[src/rtl/fluor_pkg.sv]
// rtl/fluor_pkg.sv - shared types and defaults for the fluorescence measurement sequencer
package fluor_pkg;

  localparam int DEF_CNT_W = 32;
  localparam int DEF_IDX_W = 16;
  localparam int DEF_TOT_W = 48;
  localparam int MIN_TIME  = 2;

  typedef enum logic [2:0] {
    IDLE,
    CONFIG,
    SETTLE,
    INTEGRATE,
    REPORT
  } state_e;

endpackage

[src/rtl/fluor_sat_accum.sv]
// rtl/fluor_sat_accum.sv - saturating run-total accumulator with clear and sticky saturation flag
module fluor_sat_accum
  import fluor_pkg::*;
#(
  parameter int TOT_W = DEF_TOT_W
) (
  input  logic             clk,
  input  logic             resetn,
  input  logic             clear,
  input  logic             add_en,
  input  logic [TOT_W-1:0] add_val,
  output logic [TOT_W-1:0] total,
  output logic             sat
);

  logic [TOT_W-1:0] total_q, total_d;
  logic             sat_q, sat_d;
  logic [TOT_W:0]   sum;

  always_comb begin
    sum     = {1'b0, total_q} + {1'b0, add_val};
    total_d = total_q;
    sat_d   = sat_q;
    if (clear) begin
      total_d = '0;
      sat_d   = 1'b0;
    end else if (add_en) begin
      if (sum[TOT_W]) begin
        total_d = '1;
        sat_d   = 1'b1;
      end else begin
        total_d = sum[TOT_W-1:0];
      end
    end
  end

  always_ff @(posedge clk) begin
    if (!resetn) begin
      total_q <= '0;
      sat_q   <= 1'b0;
    end else begin
      total_q <= total_d;
      sat_q   <= sat_d;
    end
  end

  assign total = total_q;
  assign sat   = sat_q;

endmodule

[src/rtl/fluorescence_measurement_sequencer.sv]
// rtl/fluorescence_measurement_sequencer.sv - drives the photon-counting core through one measurement run
// Define FLUOR_SEQ_TIMEOUT_EN to add an INTEGRATE watchdog (integration time + TMO_MARGIN clocks).
module fluorescence_measurement_sequencer
  import fluor_pkg::*;
#(
  parameter int CNT_W = DEF_CNT_W,
  parameter int IDX_W = DEF_IDX_W,
  parameter int TOT_W = DEF_TOT_W
`ifdef FLUOR_SEQ_TIMEOUT_EN
  ,
  parameter int TMO_MARGIN = 1024
`endif
) (
  input  logic             clock_50_mhz,
  input  logic             reset_n,
  input  logic             start,
  input  logic             abort,
  input  logic [IDX_W-1:0] cfg_num_windows,
  input  logic [CNT_W-1:0] cfg_integration_time,
  input  logic [CNT_W-1:0] cfg_modulation_period,
  input  logic [IDX_W-1:0] cfg_settle_cycles,
  output logic [CNT_W-1:0] core_integration_time,
  output logic [CNT_W-1:0] core_modulation_period,
  output logic             core_light_en,
  output logic             core_count_en,
  output logic             core_clear,
  input  logic             core_window_done,
  input  logic [CNT_W-1:0] core_add_count,
  input  logic [CNT_W-1:0] core_sub_count,
  output logic             res_valid,
  input  logic             res_ready,
  output logic [CNT_W-1:0] res_data,
  output logic [IDX_W-1:0] res_index,
  output logic             res_last,
  output logic             busy,
  output logic             done,
  output logic             aborted,
  output logic [TOT_W-1:0] total_count,
  output logic             total_sat
);

  state_e           state_q, state_d;
  logic [IDX_W-1:0] num_win_q, num_win_d;
  logic [IDX_W-1:0] win_idx_q, win_idx_d;
  logic [IDX_W-1:0] settle_cnt_q, settle_cnt_d;
  logic [CNT_W-1:0] int_time_q, int_time_d;
  logic [CNT_W-1:0] mod_period_q, mod_period_d;
  logic [CNT_W-1:0] res_data_q, res_data_d;
  logic [IDX_W-1:0] res_index_q, res_index_d;
  logic             res_valid_q, res_valid_d;
  logic             res_last_q, res_last_d;
  logic             light_q, light_d;
  logic             count_q, count_d;
  logic             clear_q, clear_d;
  logic             done_q, done_d;
  logic             aborted_q, aborted_d;
  logic             acc_clear, acc_add;
  logic             kill;

`ifdef FLUOR_SEQ_TIMEOUT_EN
  logic [CNT_W:0] wd_q, wd_d;
  logic [CNT_W:0] wd_limit;

  // wd_q is 0 on the first INTEGRATE cycle, so the abort lands exactly limit clocks after entry
  assign wd_limit = {1'b0, int_time_q} + (CNT_W+1)'(TMO_MARGIN) - 1'b1;
  assign wd_d     = (state_q == INTEGRATE) ? wd_q + 1'b1 : '0;
  assign kill     = abort || ((state_q == INTEGRATE) && (wd_q == wd_limit));

  always_ff @(posedge clock_50_mhz) begin
    if (!reset_n) wd_q <= '0;
    else          wd_q <= wd_d;
  end
`else
  assign kill = abort;
`endif

  always_comb begin
    state_d      = state_q;
    num_win_d    = num_win_q;
    win_idx_d    = win_idx_q;
    settle_cnt_d = settle_cnt_q;
    int_time_d   = int_time_q;
    mod_period_d = mod_period_q;
    res_data_d   = res_data_q;
    res_index_d  = res_index_q;
    res_valid_d  = res_valid_q;
    res_last_d   = res_last_q;
    light_d      = light_q;
    count_d      = count_q;
    clear_d      = 1'b0;
    done_d       = 1'b0;
    aborted_d    = 1'b0;
    acc_clear    = 1'b0;
    acc_add      = 1'b0;

    // abort outranks window_done and the result handshake in every active state
    if (state_q != IDLE && kill) begin
      state_d     = IDLE;
      res_valid_d = 1'b0;
      light_d     = 1'b0;
      count_d     = 1'b0;
      aborted_d   = 1'b1;
    end else begin
      case (state_q)
        IDLE: begin
          if (start) begin
            num_win_d    = cfg_num_windows;
            settle_cnt_d = cfg_settle_cycles;
            win_idx_d    = '0;
            int_time_d   = (cfg_integration_time < CNT_W'(MIN_TIME)) ? CNT_W'(MIN_TIME) : cfg_integration_time;
            mod_period_d = (cfg_modulation_period < CNT_W'(MIN_TIME)) ? CNT_W'(MIN_TIME) : cfg_modulation_period;
            acc_clear    = 1'b1;
            if (cfg_num_windows == '0) begin
              done_d = 1'b1;
            end else begin
              state_d = CONFIG;
              clear_d = 1'b1;
              light_d = 1'b1;
            end
          end
        end
        CONFIG: begin
          if (settle_cnt_q == '0) begin
            state_d = INTEGRATE;
            clear_d = 1'b1;
            count_d = 1'b1;
          end else begin
            state_d = SETTLE;
          end
        end
        SETTLE: begin
          if (settle_cnt_q <= IDX_W'(1)) begin
            state_d = INTEGRATE;
            clear_d = 1'b1;
            count_d = 1'b1;
          end else begin
            settle_cnt_d = settle_cnt_q - 1'b1;
          end
        end
        INTEGRATE: begin
          if (core_window_done) begin
            res_data_d  = (core_add_count >= core_sub_count) ? core_add_count - core_sub_count : '0;
            res_index_d = win_idx_q;
            res_last_d  = (win_idx_q == num_win_q - 1'b1);
            res_valid_d = 1'b1;
            count_d     = 1'b0;
            state_d     = REPORT;
          end
        end
        REPORT: begin
          if (res_ready) begin
            res_valid_d = 1'b0;
            acc_add     = 1'b1;
            if (res_last_q) begin
              light_d = 1'b0;
              done_d  = 1'b1;
              state_d = IDLE;
            end else begin
              win_idx_d = win_idx_q + 1'b1;
              clear_d   = 1'b1;
              count_d   = 1'b1;
              state_d   = INTEGRATE;
            end
          end
        end
        default: state_d = IDLE;
      endcase
    end
  end

  always_ff @(posedge clock_50_mhz) begin
    if (!reset_n) begin
      state_q      <= IDLE;
      num_win_q    <= '0;
      win_idx_q    <= '0;
      settle_cnt_q <= '0;
      int_time_q   <= CNT_W'(MIN_TIME);
      mod_period_q <= CNT_W'(MIN_TIME);
      res_data_q   <= '0;
      res_index_q  <= '0;
      res_valid_q  <= 1'b0;
      res_last_q   <= 1'b0;
      light_q      <= 1'b0;
      count_q      <= 1'b0;
      clear_q      <= 1'b0;
      done_q       <= 1'b0;
      aborted_q    <= 1'b0;
    end else begin
      state_q      <= state_d;
      num_win_q    <= num_win_d;
      win_idx_q    <= win_idx_d;
      settle_cnt_q <= settle_cnt_d;
      int_time_q   <= int_time_d;
      mod_period_q <= mod_period_d;
      res_data_q   <= res_data_d;
      res_index_q  <= res_index_d;
      res_valid_q  <= res_valid_d;
      res_last_q   <= res_last_d;
      light_q      <= light_d;
      count_q      <= count_d;
      clear_q      <= clear_d;
      done_q       <= done_d;
      aborted_q    <= aborted_d;
    end
  end

  fluor_sat_accum #(
    .TOT_W (TOT_W)
  ) u_accum (
    .clk     (clock_50_mhz),
    .resetn  (reset_n),
    .clear   (acc_clear),
    .add_en  (acc_add),
    .add_val ({{(TOT_W-CNT_W){1'b0}}, res_data_q}),
    .total   (total_count),
    .sat     (total_sat)
  );

  assign core_integration_time  = int_time_q;
  assign core_modulation_period = mod_period_q;
  assign core_light_en          = light_q;
  assign core_count_en          = count_q;
  assign core_clear             = clear_q;
  assign res_valid              = res_valid_q;
  assign res_data               = res_data_q;
  assign res_index              = res_index_q;
  assign res_last               = res_last_q;
  assign busy                   = (state_q != IDLE);
  assign done                   = done_q;
  assign aborted                = aborted_q;

endmodule

[config.mk]
export PLATFORM = sky130hd
export DESIGN_NAME = fluorescence_measurement_sequencer
export DESIGN_NICKNAME = d
export VERILOG_FILES = /design/src/rtl/fluor_pkg.sv /design/src/rtl/fluor_sat_accum.sv /design/src/rtl/fluorescence_measurement_sequencer.sv
export SDC_FILE = /design/constraint.sdc
export NUM_CORES = 1
export LEC_CHECK = 0
export CORE_MARGIN = 8
export CORE_UTILIZATION = 50
export DETAILED_ROUTE_END_ITERATION = 12
export GPL_TIMING_DRIVEN = 0
export PLACE_DENSITY = 0.82
export SYNTH_ARGS = -nofsm -noshare
export SYNTH_HDL_FRONTEND = slang
export SYNTH_SLANG_ARGS = --single-unit
[constraint.sdc]
create_clock -name clock_50_mhz -period 3.4 [get_ports clock_50_mhz]
set_clock_uncertainty 0.2 [all_clocks]
set_input_delay 0.51 -clock clock_50_mhz [delete_from_list [all_inputs] [get_ports clock_50_mhz]]
set_output_delay 0.51 -clock clock_50_mhz [all_outputs]
set_load 0.01 [all_outputs]
==> results.cfg, run 1 <==
[clocking]
clock_latency_ps = 520
cts_max_path_buffers = 3
cts_num_sinks = 219
cts_root_buffer = clkbuf_16
cts_buffers = 25
cts.clk_slew.worst_paths_ps = 60
tritoncts = done
h-tree-depth = 1

[grt]
antenna_found_initial = 0
gr-total-overflow = 0
grt_pass1_vias = 13610
track_usage = 0.2813
grt_max_degree = 13
grt_pass1_wl_um = 71250

[synthesis]
synthAdderAreaFrac = 0.07047
yosys.area_share.xor_xnor = 0.06513
synth.distinct_cells = 75
synthesis.area_um2 = 12640
synthArstFlopShare = 0
synth-seq-cells = 219
synth.avg_cell_area_um2 = 7.606
synth_seq_area_share = 0.3468
synthFlopType = dfxtp_1
syn_inst = 1662
syn_nets = 1898
synth_simple_gate_area_share = 0.2236
synth_top_family_by_area = compound AO/OA/AOI/OAI gates
synth_compound_area_frac = 0.2460
synth_edf_count = 0
synthMuxAreaShare = 0.001584
yosysWarnings = 0

[final_layout]
area_delta_synth_final_pct = 36.69
final_area_um2 = 17280
final_common_cell = clkdlybuf4s50_1
final_util = 0.6902
layout-drive-gt1-share = 0.04316
nets = 2260
layout_common_cells = clkdlybuf4s50_1, nand2_1, dfxtp_1
antenna_cells = 0

[floorplan]
pin_count = 335
start_util = 0.5049
dieHeight_um = 175
die_w_um = 175
core_um2 = 25040
num_rows = 58
dieArea_um2 = 30630

[worst_setup_path]
worst_setup_path_start_kind = register
endpoint_kind = register
crit_type = reg -> reg
critPathArrivalTime_ps = 3550
critical_path.max_fanout = 10
crit_required_ps = 3660

[routing]
vias = 13920
wirelength_um = 45550
drtAntennaViolNets = 0
vias_per_cell = 5.875
routedWlPerCell_um = 19.23
dr.pass1.iters = 5
initialDrtViolationCount = 1105
drc = 0

[timing]
hold_viol = 0
period_share = 0.9676
period_needed_ps = 3290
max-slew-margin-rel = 0.3250
fmax_mhz = 304.0
rsz0062_at_grt = true
slew_viol_final = 0
tightest_slew_ps = 1013
setup_viol = 0

[power]
p_clk_frac = 0.384
peakVddDrop_mv = 0.2892
p_leak_nw = 6.634
p_seq_frac = 0.398
internal_power_mw = 4.979
power.density_nw_per_um2 = 403.8
p_sw_mw = 1.998
combPwrFrac = 0.218
sw_frac_of_total = 0.2864
finalPower_mw = 6.977

[place]
dp_hpwl_um = 35290
placed_area_um2 = 16390
port_buffers = 333
routabilityCongestion = 0.9304

[worst_hold_path]
hold_class = reg -> reg

[run]
maxCapViolations = 0

[status]
status = complete, no violations
## metrics by stage
step                cells  TNS [ps]  hold slack (ps)  setup slack, ps
finish               2369         0            250.9            110.0
CTS                  2368         0            254.6            17.95
global placement     2325    -11300            236.1           -511.3
floorplan            1662         0            249.6            463.7
detailed placement   2325    -12010            241.0           -566.8
global route         2369    -1.101            271.1           -1.101
## Yosys cell counts (7+ instances only)
library cell / instances / area, µm²
xor2_1: 42 / 367.9
inv_1: 58 / 217.7
o211ai_1: 9 / 67.56
xnor2_1: 52 / 455.4
buf_2: 13 / 65.06
a21o_1: 27 / 202.7
nor3_1: 36 / 180.2
or3_1: 8 / 50.05
o21bai_1: 7 / 52.55
nand4_1: 20 / 125.1
a31oi_1: 37 / 231.5
o22ai_1: 9 / 56.30
nand2b_1: 8 / 50.05
o21ai_0: 99 / 495.5
ha_1: 68 / 850.8
nor2b_1: 8 / 50.05
a21oi_1: 213 / 1066
and2_1: 16 / 100.1
nor2_1: 122 / 457.9
nor4_1: 26 / 162.7
a211oi_1: 18 / 135.1
a22oi_1: 20 / 150.1
nand2_1: 292 / 1096
clkbuf_1: 75 / 281.5
o21a_1: 10 / 75.07
nand3_1: 35 / 175.2
dfxtp_1: 219 / 4384
and3_1: 12 / 75.07
## critical path: stages, from the launching register on
cell,delay (ps)
dfxtp_1,360
ha_1,460
nand4_1,230
or2_1,290
or4_1,420
o21bai_2,230
o2111ai_4,220
a21o_1,270
buf_2,220
a31oi_1,200
o21a_1,140
## sequential cells by signal, indices dropped and copies added (netlist names), 3 cells and up
signal,flops
settle_cnt_q,16
u_accum.total,48
core_integration_time,32
win_idx_q,16
res_data,32
core_modulation_period,32
res_index,16
num_win_q,16
state_q,3
## power by group through the flow
stage | registers [mW] | logic, mW | clock network, mW
4_1_cts | 2.78 | 1.50 | 2.70
5_1_grt | 2.79 | 1.66 | 2.82
6_report | 2.78 | 1.52 | 2.68
3_5_place_dp | 2.83 | 1.48 | 0
2_1_floorplan | 2.85 | 0.837 | 0
3_3_place_gp | 2.82 | 1.46 | 0
## cell type report
cell class / count / area, µm²
clock inverters: 6 / 83.83
fillers: 2087 / 7757
clock buffers: 36 / 716.9
repair buffers: 335 / 3348
plain buffers: 92 / 371.6
well taps: 330 / 412.9
multi-input cells: 1293 / 7741
inverters: 58 / 217.7
flip-flops and latches: 219 / 4387
## cell families (layout without fill, tap and decap cells)
family                     Yosys count  in the layout
AOI/OAI and AO/OA                  512            512
xor gates and xnor gates            94             94
adders and majority gates           70             70
buffers and inverters              150            527
DFF                                219            219
muxes                                2              2
and+or+nand+nor                    615            615
## layer usage
layer / up-vias / share of wire / track usage
met5: - / 0 / 0
met4: 0 / 0.043 / 0.1152
met3: 139 / 0.077 / 0.05936
met2: 577 / 0.47 / 0.4651
met1: 6557 / 0.41 / 0.3511
li1: 6645 / - / -
## worst paths after layout
kind	startpoint	end	slack, ps	cells past startpoint
max	res_data[11]	u_accum.total[33]	110	10
max reg2reg	res_data[11]	u_accum.total[33]	110	10
min reg2reg	core_integration_time[0]	core_integration_time[0]	250	2
min	core_integration_time[0]	core_integration_time[0]	250	2
## what timing repair did
| item | in CTS | in global routing |
|---|---|---|
| pin swaps | 1 | 2 |
| hold buffers | 0 | 0 |
| resized for setup | 5 | 19 |
| endpoints found under the setup margin | 22 | 61 |
| buffers inserted | 1 | 1 |
(Power assumes the default switching activity.)
==> run 2: changes to the inputs <==
--- a/config.mk
+++ b/config.mk
@@ -5,7 +5,7 @@
 export SDC_FILE = /design/constraint.sdc
 export NUM_CORES = 1
 export LEC_CHECK = 0
-export CORE_MARGIN = 8
+export CORE_MARGIN = 2
 export CORE_UTILIZATION = 50
 export DETAILED_ROUTE_END_ITERATION = 12
 export GPL_TIMING_DRIVEN = 0
==> run 2 against run 1 <==
  * Setup slack improved by 34 ps
  * Combinational power barely moved
  * Flip-flop and latch count unchanged
  * Critical path depth is 3 lower
  * Highest routed layer unchanged
  * Core utilization is 0.090 points higher
  * Sequential share of layout area hardly changed
  * Largest cell class unchanged
  * Register-to-register slack better by 30 ps
  * Critical path type unchanged
  * Routed wire length fell by 5.3%
  * Clock power up 4%
  * Worst hold slack about the same
==> results.cfg, run 2 (same netlist as run 1, synthesis figures left out) <==
[timing]
slew_viol_final = 0
setup_ws_ps = 144.4
fmax_mhz = 307.2
setup_viol = 0
max-slew-margin-rel = 0.4052
worst_hold_slack_ps = 251.3
hold_viol = 0
tightest_slew_ps = 892.2
period_share = 0.9575
period_needed_ps = 3256
fin_tns_setup_ps = 0

[place]
dp.cells = 2325
dp_hpwl_um = 33380
place_ws_ps = -530.1
port_buffers = 333
routabilityCongestion = 0.9529
placed_area_um2 = 16390

[grt]
track_usage = 0.3131
grt_pass1_wl_um = 67480
gr-total-overflow = 0
grt_pass1_vias = 12980
antenna_found_initial = 0
grt_max_degree = 15

[routing]
initialDrtViolationCount = 1153
drc = 0
vias = 13820
vias_per_cell = 5.835
routedWlPerCell_um = 18.21
drtAntennaViolNets = 0
wirelength_um = 43140
dr.pass1.iters = 5

[final_layout]
antenna_cells = 0
final_util = 0.6911
largest_reg_flops = 48
fin_cells = 2369
nets = 2258
seqCellArea_um2 = 4385
final_area_um2 = 17300
layout_common_cells = clkdlybuf4s50_1, nand2_1, dfxtp_1
final_common_cell = clkdlybuf4s50_1
multi_input_area_um2 = 7729
area_delta_synth_final_pct = 36.87
layout-drive-gt1-share = 0.04463
n_fill_cell = 2122

[clocking]
tritoncts = done
clock_latency_ps = 530
cts.clk_slew.worst_paths_ps = 60
cts_root_buffer = clkbuf_16
cts_buffers = 24
h-tree-depth = 1
cts_max_path_buffers = 3
cts_num_sinks = 219

[worst_setup_path]
worst_setup_path_start_kind = register
r2r_slack_ps = 140
r2r-start = state_q[2]
max_stage_delay_ps = 630
critical_path.max_fanout = 10
critPathArrivalTime_ps = 3470
cp.buffers_inverters = 3
cp_slowest_cell = clkbuf_1
crit_path_start = state_q[2]
endpoint = core_integration_time[1]
cp_cell_sequence = clkbuf_1 > nor3_1 > and2_1 > clkbuf_1 > clkbuf_1 > o211ai_1 > o22a_1
critPathTopFamily = buffers and inverters
crit_type = reg -> reg
r2r_cells = 7
endpoint_kind = register
rr_endpoint = core_integration_time[1]
crit_cells = 7
crit_required_ps = 3610
cpMostUsedCell = clkbuf_1

[floorplan]
dieArea_um2 = 26570
dieHeight_um = 163
num_rows = 58
die_w_um = 163
start_util = 0.5049
core_um2 = 25040
pin_count = 335

[power]
power.density_nw_per_um2 = 409.4
peakVddDrop_mv = 0.3492
finalPower_mw = 7.083
p_leak_nw = 6.647

[run]
maxCapViolations = 0

[status]
status = complete, no violations

[worst_hold_path]
hold_class = reg -> reg
[run 2: worst min path at each step]
stage	start	endpoint	slack (ps)	cells past startpoint
after global placement	core_integration_time[0]	core_integration_time[0]	240	2
final	core_integration_time[18]	core_integration_time[18]	250	2
after floorplan	num_win_q[15]	num_win_q[15]	250	2
after global routing	core_modulation_period[7]	core_modulation_period[7]	270	2
after CTS	u_accum.sat	u_accum.sat	250	2
after detailed placement	u_accum.sat	u_accum.sat	240	2
[run 2: tightest hold or removal path: cells and delay by family (launching register included)]
family          cells  cell delay, ps
compound gates      1              50
flops               1             310
simple gates        1              50
[run 2: area by class of cell]
cell class / instances / area share
inverters: 58 / 0.01258
clock inverters: 12 / 0.009040
plain buffers: 92 / 0.02155
repair buffers: 334 / 0.1931
multi-input cells: 1293 / 0.4467
clock buffers: 31 / 0.03970
well taps: 330 / 0.02386
flip-flops and latches: 219 / 0.2535
[run 2: what timing repair did]
action | in CTS | in global routing
pin swaps | 0 | 1
buffers inserted | 0 | 1
hold buffers | 0 | 0
endpoints found under the setup margin | 15 | 58
gates resized for setup | 6 | 18
[run 2: power breakdown]
group	total, mW	switching (mW)	internal, mW
combinational	1.52	0.832	0.686
sequential	2.78	0.0924	2.68
clock	2.79	1.13	1.66
total	7.08	2.05	5.03
[run 2: routing by layer]
metal  vias to the layer above  track usage  share of wire
met5                         -            0              0
met4                         0      0.08769          0.030
met3                        96      0.04787          0.075
met2                       549       0.5266           0.47
met1                      6544       0.4174           0.42
li1                       6633            -              -
==> run 3: changes to the inputs <==
--- a/config.mk
+++ b/config.mk
@@ -10,6 +10,7 @@
 export DETAILED_ROUTE_END_ITERATION = 12
 export GPL_TIMING_DRIVEN = 0
 export PLACE_DENSITY = 0.82
+export SETUP_SLACK_MARGIN = 0.5
 export SYNTH_ARGS = -nofsm -noshare
 export SYNTH_HDL_FRONTEND = slang
 export SYNTH_SLANG_ARGS = --single-unit
==> constraint.sdc (replaced) <==
create_clock -name clock_50_mhz -period 3.4 [get_ports clock_50_mhz]
set_clock_uncertainty 0.2 [all_clocks]
set_input_delay 0.51 -clock clock_50_mhz [delete_from_list [all_inputs] [get_ports clock_50_mhz]]
set_output_delay 0.51 -clock clock_50_mhz [all_outputs]
set_load 0.02 [all_outputs]
==> run 3 against run 2 <==
  * Core utilization is 4.7 points higher
  * Count of clock-buffer cells in the layout is 4 higher
  * Global-route usage grew 0.82 points
  * First-iteration DRC count up 18%
  * Register-to-register slack improved by 210 ps
  * Fmax grew 6.9%
  * Sequential share of layout area shrank 1.5 points
  * Clock power rose by 2%
  * Non-clock buffer count is 40 higher
  * Routed wire length grew 5.9%
  * Largest power group unchanged
==> results.cfg, run 3 (same netlist as run 1, synthesis figures left out) <==
[status]
status = complete, no violations

[floorplan]
start_util = 0.5049
num_rows = 58
die_w_um = 163
core_um2 = 25040
pin_count = 335
dieHeight_um = 163
dieArea_um2 = 26570

[clocking]
cts.clk_slew.worst_paths_ps = 60
cts_root_buffer = clkbuf_16
h-tree-depth = 1
cts_buffers = 24
clock_latency_ps = 530
cts_num_sinks = 219
cts_max_path_buffers = 3
tritoncts = done

[worst_setup_path]
r2r_slack_ps = 360
r2r_cells = 10
cp_slowest_cell = or4_4
critPathArrivalTime_ps = 3210
r2r-start = res_data[13]
worst_setup_path_start_kind = register
endpoint_kind = register
critPathTopFamily = simple AND/OR/NAND/NOR gates
crit_required_ps = 3560
endpoint = u_accum.total[40]
max_stage_delay_ps = 430
crit_cells = 10
rr_endpoint = u_accum.total[40]
cp_cell_sequence = ha_4 > nand4_1 > or2_4 > or4_4 > o21bai_4 > o2111ai_4 > buf_6 > a21oi_4 > and2_4 > a311oi_2
cp.buffers_inverters = 1
crit_path_start = res_data[13]
crit_type = reg -> reg
critical_path.max_fanout = 7

[place]
place_ws_ps = -320.9
port_buffers = 333
routabilityCongestion = 0.9380
dp_hpwl_um = 32900
placed_area_um2 = 16410
dp.cells = 2325

[final_layout]
area_delta_synth_final_pct = 46.20
fin_cells = 2410
final_util = 0.7382
largest_reg_flops = 48
final_area_um2 = 18480
layout_common_cells = clkdlybuf4s50_1, nand2_1, dfxtp_1
final_common_cell = clkdlybuf4s50_1
nets = 2298
layout-drive-gt1-share = 0.1240
antenna_cells = 0
n_fill_cell = 1899

[routing]
initialDrtViolationCount = 1357
drtAntennaViolNets = 0
vias_per_cell = 5.895
wirelength_um = 45680
drc = 0
dr.pass1.iters = 7
routedWlPerCell_um = 18.95
vias = 14210

[timing]
max-slew-margin-rel = 0.4171
rsz0062_at_grt = true
setup_viol = 0
setup_ws_ps = 355.3
hold_viol = 0
fin_tns_setup_ps = 0
fmax_mhz = 328.4
slew_viol_final = 0
period_needed_ps = 3045
period_share = 0.8955
worst_hold_slack_ps = 253.1
tightest_slew_ps = 874.4

[grt]
antenna_found_initial = 0
track_usage = 0.3213
grt_max_degree = 14
gr-total-overflow = 0
grt_pass1_wl_um = 69010
grt_pass1_vias = 13490

[power]
peakVddDrop_mv = 0.3157
finalPower_mw = 7.260
p_leak_nw = 6.997
power.density_nw_per_um2 = 392.8

[run]
maxCapViolations = 0

[worst_hold_path]
hold_class = reg -> reg
hold_path_depth = 2
## run 3: cell count changes in the layout (fill, tap and decap cells not counted), sizes merged
cell / delta
clkdlybuf4s50: -2
clkinv: -3
dlymetal6s2s: +2
clkbuf: -1
clkinvlp: -1
bufinv: +1
buf: +45
## run 3: what timing repair did
item                                   in CTS  in global routing
hold buffers                                0                  0
gates resized for setup                   112                121
endpoints found under the hold margin       0                  0
gates cloned                                1                  1
setup endpoints to repair                  91                110
pin swaps                                  29                 37
buffers inserted                           21                 18
## run 3: worst min-delay path by stage
stage / slack (ps) / from / to
2_1_floorplan: 250 / num_win_q[15] / num_win_q[15]
3_5_place_dp: 240 / u_accum.sat / u_accum.sat
4_1_cts: 250 / core_integration_time[15] / core_integration_time[15]
6_report: 250 / core_integration_time[15] / core_integration_time[15]
5_1_grt: 270 / res_valid / res_valid
3_3_place_gp: 240 / core_integration_time[0] / core_integration_time[0]
## run 3: layout make-up
class / instances / area, µm² / area share
multi-input combinational: 1293 / 8426 / 0.4559
sequential: 219 / 4412 / 0.2387
timing repair buffer: 374 / 3699 / 0.2001
clock buffer: 35 / 701.9 / 0.03798
buffer: 92 / 456.7 / 0.02471
tap: 330 / 412.9 / 0.02234
inverter: 58 / 217.7 / 0.01178
clock inverter: 9 / 156.4 / 0.008463
## run 3: where the power goes
group | switching (mW) | internal [mW]
Sequential | 0.0962 | 2.68
Clock | 1.10 | 1.74
Combinational | 0.919 | 0.725
Total | 2.12 | 5.14
## run 3: worst register-to-register path: stages (launching register included)
cell and delay [ps]:
dfxtp_1 400, ha_4 340, nand4_1 120, or2_4 280
or4_4 430, o21bai_4 190, o2111ai_4 200, buf_6 190
a21oi_4 230, and2_4 210, a311oi_2 100
## run 3: routing by layer
layer,vias up,share of wire,GRT usage
li1,6709,-,-
met1,6689,0.41,0.4251
met2,660,0.47,0.5260
met3,150,0.076,0.04940
met4,0,0.043,0.1283
met5,-,0,0
